### src/rtl/pulse_stretch.sv
`default_nettype none
// ============================================================================
// Module      : pulse_stretch
// Description : Turns single-cycle request pulses into fixed-width level
//               pulses (HIGH_CYC high, at least LOW_CYC low) so a slower or
//               asynchronous receiver can edge-detect them. Requests that
//               arrive while a pulse is in flight are queued, up to DEPTH.
//               Define PULSE_STRETCH_OVF_EN to get a sticky overflow flag
//               for dropped requests; otherwise ovf is tied low.
// Revision    : 1.0 - initial release
// ============================================================================
module pulse_stretch #(
    parameter int HIGH_CYC = 4,
    parameter int LOW_CYC  = 4,
    parameter int DEPTH    = 4
) (
    input  logic       clk,
    input  logic       reset_n,
    input  logic       in,
    input  logic       ovf_clr,
    output logic       out,
    output logic       busy,
    output logic [2:0] pending,
    output logic       ovf
);

    localparam logic [1:0] c_IDLE      = 2'd0;
    localparam logic [1:0] c_HIGH      = 2'd1;
    localparam logic [1:0] c_LOW       = 2'd2;
    localparam logic [7:0] c_HIGH_LOAD = 8'(HIGH_CYC - 1);
    localparam logic [7:0] c_LOW_LOAD  = 8'(LOW_CYC - 1);
    localparam logic [2:0] c_DEPTH     = 3'(DEPTH);

    logic [1:0] r_state;
    logic [7:0] r_timer;
    logic [2:0] r_pending;

    logic [1:0] w_state_nxt;
    logic [7:0] w_timer_nxt;
    logic [2:0] w_pending_nxt;
    logic       w_last_low;
    logic       w_start_eval;
    logic       w_start;
    logic       w_drop;

    // A new pulse may only be launched from IDLE or in the final LOW cycle,
    // which is what makes back-to-back pulses exactly HIGH_CYC+LOW_CYC apart.
    assign w_last_low   = (r_state == c_LOW) && (r_timer == 8'd0);
    assign w_start_eval = (r_state == c_IDLE) || w_last_low;
    assign w_start      = w_start_eval && ((r_pending != 3'd0) || in);

    // State, timer and queue register; reset is asynchronous so out drops at once.
    always_ff @(posedge clk or negedge reset_n) begin
        if (!reset_n) begin
            r_state   <= c_IDLE;
            r_timer   <= 8'd0;
            r_pending <= 3'd0;
        end else begin
            r_state   <= w_state_nxt;
            r_timer   <= w_timer_nxt;
            r_pending <= w_pending_nxt;
        end
    end

    // Next-state, timer and queue update; requests outside start cycles are queued.
    always_comb begin
        w_state_nxt   = r_state;
        w_timer_nxt   = r_timer;
        w_pending_nxt = r_pending;
        w_drop        = 1'b0;
        if (w_start_eval) begin
            if (w_start) begin
                w_state_nxt = c_HIGH;
                w_timer_nxt = c_HIGH_LOAD;
                // A queued request is served first; a fresh request then takes
                // its place in the queue, so the count only drops when in is low.
                if ((r_pending != 3'd0) && !in) begin
                    w_pending_nxt = r_pending - 3'd1;
                end
            end else begin
                w_state_nxt = c_IDLE;
                w_timer_nxt = 8'd0;
            end
        end else if ((r_state == c_HIGH) || (r_state == c_LOW)) begin
            if (r_timer == 8'd0) begin
                // Only HIGH can reach here with an expired timer; LOW's last
                // cycle is handled as a start-evaluation cycle above.
                w_state_nxt = c_LOW;
                w_timer_nxt = c_LOW_LOAD;
            end else begin
                w_timer_nxt = r_timer - 8'd1;
            end
            if (in) begin
                if (r_pending < c_DEPTH) begin
                    w_pending_nxt = r_pending + 3'd1;
                end else begin
                    w_drop = 1'b1;
                end
            end
        end else begin
            // Unused encoding: recover to a clean idle state.
            w_state_nxt = c_IDLE;
            w_timer_nxt = 8'd0;
        end
    end

    assign out     = (r_state == c_HIGH);
    assign busy    = (r_state != c_IDLE) || (r_pending != 3'd0);
    assign pending = r_pending;

`ifdef PULSE_STRETCH_OVF_EN
    logic r_ovf;

    // Sticky overflow flag; a drop in the same cycle as a clear keeps it set.
    always_ff @(posedge clk or negedge reset_n) begin
        if (!reset_n) begin
            r_ovf <= 1'b0;
        end else if (w_drop) begin
            r_ovf <= 1'b1;
        end else if (ovf_clr) begin
            r_ovf <= 1'b0;
        end
    end

    assign ovf = r_ovf;
`else
    logic w_unused;

    assign w_unused = ovf_clr ^ w_drop;
    assign ovf      = 1'b0;
`endif

endmodule
`default_nettype wire

### config.mk
export PLATFORM = sky130hd
export DESIGN_NAME = pulse_stretch
export DESIGN_NICKNAME = d
export VERILOG_FILES = /design/src/rtl/pulse_stretch.sv
export SDC_FILE = /design/constraint.sdc
export NUM_CORES = 1
export LEC_CHECK = 0
export ABC_AREA = 1
export CAP_MARGIN = 20
export CORE_MARGIN = 1.5
export CORE_UTILIZATION = 30
export CTS_CLUSTER_DIAMETER = 100
export DETAILED_ROUTE_END_ITERATION = 12
export PLACE_DENSITY = 0.54
export SYNTH_ARGS = -nofsm -noshare
export SYNTH_HDL_FRONTEND = slang
export SYNTH_SLANG_ARGS = --single-unit
### constraint.sdc
create_clock -name clk -period 3.9 [get_ports clk]
set_clock_uncertainty 0.1 [all_clocks]
set_input_delay 0.39 -clock clk [delete_from_list [all_inputs] [get_ports clk]]
set_output_delay 0.39 -clock clk [all_outputs]
set_load 0.1 [all_outputs]
==> results.yml, run 1 <==
place:
  portBuffers: 7
  hpwl_um: 1050
  gp_congestion: 0.708
routing:
  wl_met3_um: 65
  totalWireLength_um: 1350
  vias_per_cell: 4.38
  drc: 0
  route.top_layer_used: "met4"
  met2WireLength_um: 591
  drt_iter0_drc: 6
  ant_nets: 0
  vias: 574
  drt-met1-wl_um: 685
  wl_per_cell_um: 10.3
  dr.pass1.iters: 4
timing:
  hold_violations: 0
  max_slew.worst_pin.slew_ns: 0.973
  maxSlewHeadroom: 0.349
  rsz0062_at_grt: "no"
  report.final.slew_viol_count: 0
  timing.final.crit_share: 0.683
  tns_ns: 0
  hold_slack_ns: 0.382
  max_clock_freq_mhz: 376
  period_needed_ns: 2.66
  finalSetupViolations: 0
setup_path:
  cp.required_ns: 3.41
  r2r_end: "pending[0]$_DFFE_PN0P_"
  r2r_start: "r_timer[0]$_DFF_PN0_"
  critical_path_peak_fanout: 3
  crit_chain: "inv_1 -> ha_1 -> nand2_1 -> clkdlybuf4s50_1"
  path_buf_inv: 2
  crit_path_start_kind: "flip-flop"
  crit_arrival_ns: 2.17
  r2r_cells: 14
  ff2ff_setup_slack_ns: 1.86
  cp-end-kind: "primary output"
  cp_top_family: "buffers and inverters"
  critical_path_class: "reg2out"
  worst_path_max_delay_cell: "clkdlybuf4s50_1"
  cpPeakStageDelay_ns: 1.13
global_routing:
  gr-usage-all-layers: 0.101
  antenna_found_initial: 0
  grt_max_degree: 14
  grt-ovfl-total: 0
  grt_pass1_vias: 580
  grt_pass1_wl_um: 2500
floorplanning:
  start_util: 0.325
  die-area_um2: 3060
  die_h_um: 55.3
  rows: 18
  die_w_um: 55.3
  ios: 10
  core_um2: 2520
clocking:
  clock_path_buffers: 2
  cts_tree: "built"
  cts-root-buf: "clkbuf_4"
  clkTransAtPathRegs_ns: 0.09
  cts_sinks: 13
  post-cts-setup-buffers: 0
  numCtsBuffers: 3
  clock_latency_ns: 0.28
  ctsHoldBuffers: 0
  cts_resized: 0
  ctsHtreeMaxLevel: 1
flow_run:
  maxCapViolCount: 0
yosys:
  synth_edf_count: 0
  ys_ff_latch: 13
  synth-warning-count: 0
  synthArstFlopShare: 1.00
  avgSynthCellArea_um2: 9.02
  synth_cell_type_count: 25
  yosysSeqAreaShare: 0.396
  synth.cell_area_um2: 821
  synthesis.nets: 102
  synth_ff_type: "dfrtp_1"
  synth_cells: 91
worst_hold_path:
  worstHoldPathType: "in2async"
outcome:
  outcome: "completed"
layout:
  drive_gt1_frac: 0.218
  diodes: 0
  area_growth_pct: 15.5
  nFillCells: 274
  multi_input_comb_area_um2: 424
  layout.area.seq_um2: 325
  final_nets: 113
==> layout by cell type (no fill, tap or decap), drive strengths merged, types with 2 or more instances in the layout <==
cell,n
nor2,10
inv,17
ha,6
clkbuf,3
dfrtp,13
nand4,3
xor2,5
nand2,20
nand3,5
nor3,2
clkdlybuf4s50,7
o21ai,2
==> area by class of cell <==
class                      count  area share
inverter                      17      0.0673
timing repair buffer           7      0.0739
tap                           30      0.0396
sequential                    13       0.343
multi-input combinational     60       0.447
clock buffer                   3      0.0237
clock inverter                 1     0.00528
==> cell usage after synthesis, types with 2 or more instances <==
cell type	instances	area share
nor2_2	3	0.023
dfrtp_1	13	0.40
nand2_4	3	0.041
inv_2	3	0.014
nor2_4	2	0.027
nand2_1	16	0.073
nor3_1	2	0.012
nand3_1	2	0.012
ha_1	6	0.091
xor2_1	5	0.053
inv_1	14	0.064
nand4_1	3	0.023
nor2_1	5	0.023
nand3_2	3	0.037
==> per-stage QoR <==
step	util	instances	worst slack (ns)	area (µm²)
floorplan	-	91	1.57	821
global placement	0.365	127	1.57	921
detailed placement	0.365	127	1.54	921
CTS	0.376	131	1.21	948
global route	0.376	131	1.14	948
finish	0.376	131	1.24	948
==> worst register-to-register path, delay by kind of cell, from the launching register on <==
| family | cells | cell delay (ns) |
|---|---|---|
| adders and majority gates | 2 | 0.37 |
| buffers and inverters | 3 | 0.26 |
| and+or+nand+nor | 9 | 0.85 |
| DFF | 1 | 0.37 |
==> flip-flops by register name (all words and copies together), names as in the netlist <==
| signal | flops |
|---|---|
| r_timer | 8 |
| pending | 3 |
| r_state | 2 |
==> how the worst max path moves through the flow <==
stage                            from  endpoint  slack, ns  depth (start not counted)
4_1_cts        r_state[0]$_DFFE_PN0P_      busy       1.21                          4
3_5_place_dp   r_state[0]$_DFFE_PN0P_      busy       1.54                          4
2_1_floorplan  pending[0]$_DFFE_PN0P_      busy       1.57                          2
5_1_grt        r_state[0]$_DFFE_PN0P_      busy       1.14                          4
6_report       r_state[0]$_DFFE_PN0P_      busy       1.24                          4
3_3_place_gp   r_state[0]$_DFFE_PN0P_      busy       1.57                          4
==> cell families (layout without fill, tap and decap cells) <==
logic type	count (synthesis)	count (layout)	synth area share
simple gates	41	41	0.287
buf+inv	18	28	0.0869
flops	13	13	0.396
fa+ha+maj	7	7	0.116
xor+xnor	6	6	0.0640
compound gates	5	5	0.0457
other cells	1	1	0.00457
==> per-layer routing <==
metal / up-vias / global-route usage
met2: 12 / 0.151
met5: - / 0
met1: 263 / 0.141
met4: 0 / 0.0105
li1: 297 / -
met3: 2 / 0.0445
Power of run 1 is not shown: default switching activity piles up to over one toggle a cycle in this logic, so the estimate is an artifact.
==> run 2: changes to the inputs <==
Clock period 3.9 ns to 2.75 ns, I/O delays scaled along.
==> run 2 against run 1 <==
Net effect:
- utilization is 0.55 points lower
- first-iteration DRC count is 50% higher
- global-route usage is 0.74 points lower
- register-to-register slack worse by 1.1 ns
- cell area is 1.5% lower
- routed wire length is 0.44% higher
- non-clock buffer count stayed put
- die area stayed put
- critical endpoint is now pending[0]$_DFFE_PN0P_
==> results.yml, run 2 (synthesis results as in run 1) <==
clocking:
  clock_path_buffers: 2
  cts-root-buf: "clkbuf_4"
  clkTransAtPathRegs_ns: 0.08
  cts_tree: "built"
  ctsHoldBuffers: 0
  cts_sinks: 13
  cts_resized: 0
  post-cts-setup-buffers: 0
  clock_latency_ns: 0.27
  ctsHtreeMaxLevel: 1
  numCtsBuffers: 3
timing:
  report.final.slew_viol_count: 0
  max_slew.worst_pin.slew_ns: 0.598
  tns_ns: 0
  finalSetupViolations: 0
  max_clock_freq_mhz: 492
  maxSlewHeadroom: 0.600
  timing.final.crit_share: 0.739
  hold_violations: 0
  period_needed_ns: 2.03
  rsz0062_at_grt: "no"
global_routing:
  grt-ovfl-total: 0
  use_met3: 0.0234
  antenna_found_initial: 0
  gr-usage-all-layers: 0.0941
  met2_usage: 0.146
  grt.busiest_layer: "met2"
  grt_pass1_vias: 564
  grt_max_degree: 14
  grt_pass1_wl_um: 2370
  met1_usage: 0.132
setup_path:
  critical_path_peak_fanout: 6
  cp.required_ns: 2.82
  critPathCapture: "pending[0]$_DFFE_PN0P_"
  ff2ff_setup_slack_ns: 0.72
  crit_arrival_ns: 2.10
  r2r_cells: 14
  r2r_end: "pending[0]$_DFFE_PN0P_"
  cp-end-kind: "flip-flop"
  r2r_start: "r_timer[0]$_DFF_PN0_"
  crit_path_start: "r_timer[0]$_DFF_PN0_"
  crit_path_start_kind: "flip-flop"
  critical_path_class: "reg2reg"
floorplanning:
  die-area_um2: 3060
  die_w_um: 55.3
  core_um2: 2520
  start_util: 0.325
  rows: 18
  die_h_um: 55.3
  ios: 10
layout:
  mostFrequentLayoutCell: "nand2_1"
  area_growth_pct: 13.9
  final_cell_mix: "nand2_1, inv_1, dfrtp_1"
  diodes: 0
  largest_register_ffs: 8
  final_nets: 113
  drive_gt1_frac: 0.257
  largest_register: "r_timer"
worst_hold_path:
  worstHoldPathType: "in2async"
routing:
  drt_iter0_drc: 9
  dr.pass1.iters: 4
  vias: 579
  ant_nets: 0
  vias_per_cell: 4.42
  wl_per_cell_um: 10.3
  totalWireLength_um: 1360
  drc: 0
place:
  hpwl_um: 1060
  portBuffers: 7
  gp_congestion: 0.708
flow_run:
  maxCapViolCount: 0
outcome:
  outcome: "completed"
## run 2: metal layers
metal  part of all wire  wire length, µm
met1               0.54              731
met2               0.42              567
met3              0.036               49
met4             0.0044                6
met5                  0                0
## run 2: cell type report
class / count / area [µm²]
Clock buffer: 4 / 26.3
Multi-Input combinational cell: 60 / 424
Inverter: 17 / 63.8
Fill cell: 271 / 1590
Tap cell: 30 / 37.5
Sequential cell: 13 / 325
Timing Repair Buffer: 7 / 57.6
## run 2: worst min-delay path by stage
stage | from | cells after the start | end
4_1_cts | reset_n | 1 | r_timer[2]$_DFF_PN0_
6_report | reset_n | 1 | r_timer[6]$_DFF_PN0_
5_1_grt | reset_n | 1 | r_timer[1]$_DFF_PN0_
2_1_floorplan | reset_n | 0 | pending[0]$_DFFE_PN0P_
3_3_place_gp | r_timer[6]$_DFF_PN0_ | 2 | r_timer[6]$_DFF_PN0_
3_5_place_dp | pending[2]$_DFFE_PN0P_ | 2 | pending[2]$_DFFE_PN0P_
## run 2: critical path, stage by stage (launching register included)
cell     delay (ns)
dfrtp_1        0.37
inv_1          0.09
ha_1           0.21
nand2_2        0.10
nor2_4         0.12
nand3_2        0.12
nand2_4        0.14
inv_1          0.05
ha_1           0.17
nor2_1         0.08
nand2_1        0.06
inv_1          0.11
nand3_2        0.10
nand2_1        0.06
nand2_1        0.05
## run 2: per-stage QoR
stage                util  cells  hold slack, ns  cell area [µm²]  setup WS (ns)
floorplan               -     91          -0.121              821          0.537
global placement    0.360    127           0.428              908          0.720
detailed placement  0.360    127           0.424              908          0.706
CTS                 0.371    131           0.299              935          0.680
global route        0.371    131           0.338              935          0.478
finish              0.371    131           0.279              935          0.717
Power of run 2 is left out for the same reason.
==> run 3: changes to the inputs <==
Clock period 2.75 ns to 1.9 ns, I/O delays scaled along.
==> run 3 against run 2 <==
Net effect:
- global-route usage increased by 0.34 points
- worst setup slack got worse by 0.62 ns
- utilization increased by 5.3 points
- first-iteration DRC count decreased by 22%
- fmax increased by 13%
- largest cell class unchanged
==> results.yml, run 3 (synthesis results as in run 1) <==
routing:
  vias: 615
  ant_nets: 0
  wl_per_cell_um: 10.1
  drt_iter0_drc: 7
  vias_per_cell: 4.36
  dr.pass1.iters: 2
  drc: 0
  totalWireLength_um: 1420
global_routing:
  grt_pass1_vias: 578
  grt_pass1_wl_um: 2390
  grt_max_degree: 14
  grt-ovfl-total: 0
  antenna_found_initial: 0
  gr-usage-all-layers: 0.0975
layout:
  final_cell_mix: "nand2_1, buf_4, dfrtp_1"
  nFillCells: 265
  final_nets: 123
  mostFrequentLayoutCell: "nand2_1"
  drive_gt1_frac: 0.405
  diodes: 0
  largest_register: "r_timer"
  layout.area.seq_um2: 327
  largest_register_ffs: 8
  area_growth_pct: 30.2
  multi_input_comb_area_um2: 457
floorplanning:
  ios: 10
  die_w_um: 55.3
  die-area_um2: 3060
  rows: 18
  die_h_um: 55.3
  start_util: 0.325
  core_um2: 2520
worst_hold_path:
  worstHoldPathType: "in2async"
timing:
  rsz0062_at_grt: "yes"
  period_needed_ns: 1.81
  timing.final.crit_share: 0.950
  max_slew.worst_pin.slew_ns: 0.561
  maxSlewHeadroom: 0.625
  finalSetupViolations: 0
  hold_violations: 0
  hold_slack_ns: 0.167
  max_clock_freq_mhz: 554
  report.final.slew_viol_count: 0
clocking:
  clock_path_buffers: 2
  cts_sinks: 13
  ctsHoldBuffers: 0
  numCtsBuffers: 3
  clkTransAtPathRegs_ns: 0.08
  cts-root-buf: "clkbuf_4"
  cts_tree: "built"
  clock_latency_ns: 0.28
  ctsHtreeMaxLevel: 1
setup_path:
  crit_chain: "inv_2 -> ha_4 -> nand2_4 -> nor2_4 -> nand3_2 -> nand2_4 -> inv_2 -> ha_4 -> nor2_1 -> nand2_1 -> inv_2 -> nand3_2 -> nand2_1 -> nand2_1"
  critical_path_class: "reg2reg"
  cpPeakStageDelay_ns: 0.38
  crit_arrival_ns: 1.88
  crit_path_start_kind: "flip-flop"
  cp.required_ns: 1.97
  critical_path_peak_fanout: 4
  worst_path_max_delay_cell: "dfrtp_1"
  r2r_cells: 14
  cp-end-kind: "flip-flop"
flow_run:
  maxCapViolCount: 0
place:
  gp_congestion: 0.661
  portBuffers: 7
  hpwl_um: 1060
outcome:
  outcome: "completed"
run 3: per-layer routing:
layer,global-route usage,vias to the layer above,share of wire
met1,0.126,285,0.50
met4,0.0523,0,0.018
met2,0.150,11,0.44
li1,-,315,-
met3,0.0234,4,0.041
met5,0,-,0
run 3: layout make-up:
type,instances,area share
inverter,17,0.0597
tap,30,0.0351
sequential,13,0.306
clock buffer,4,0.0246
timing repair buffer,17,0.148
multi-input combinational,60,0.427
run 3: path summary, 6_finish.rpt:
path / slack [ns] / end / from
setup / recovery: 0.09 / pending[1]$_DFFE_PN0P_ / r_timer[1]$_DFF_PN0_
hold / removal: 0.17 / r_timer[0]$_DFF_PN0_ / reset_n
setup reg to reg: 0.09 / pending[1]$_DFFE_PN0P_ / r_timer[1]$_DFF_PN0_
hold reg to reg: 0.44 / r_timer[7]$_DFF_PN0_ / r_timer[7]$_DFF_PN0_
max in group asynchronous: 1.13 / pending[0]$_DFFE_PN0P_ / reset_n
min in group clk: 0.44 / r_timer[7]$_DFF_PN0_ / r_timer[7]$_DFF_PN0_
run 3: worst max-delay path, delay by kind of cell (launching register included):
kind,cells,cell delay [ns]
adders and majority gates,2,0.28
and+or+nand+nor,9,0.72
buffers and inverters,3,0.21
DFF,1,0.38
run 3: metrics by stage:
step                worst slack [ns]  setup TNS [ns]  cells   util  cell area [µm²]
CTS                           0.0156               0    137  0.400             1010
global route                 -0.0176         -0.0327    141  0.424             1070
global placement              0.0486               0    133  0.389              982
floorplan                     0.0121               0     91      -              825
finish                        0.0948               0    141  0.424             1070
detailed placement            0.0347               0    133  0.389              982
run 3: what timing repair did:
item | 4_1_cts | 5_1_grt
setup endpoints to repair | 0 | 3
gates resized for setup | 0 | 10
buffers inserted | 0 | 4
hold endpoints to repair | 0 | 0
Power of run 3 is left out for the same reason.
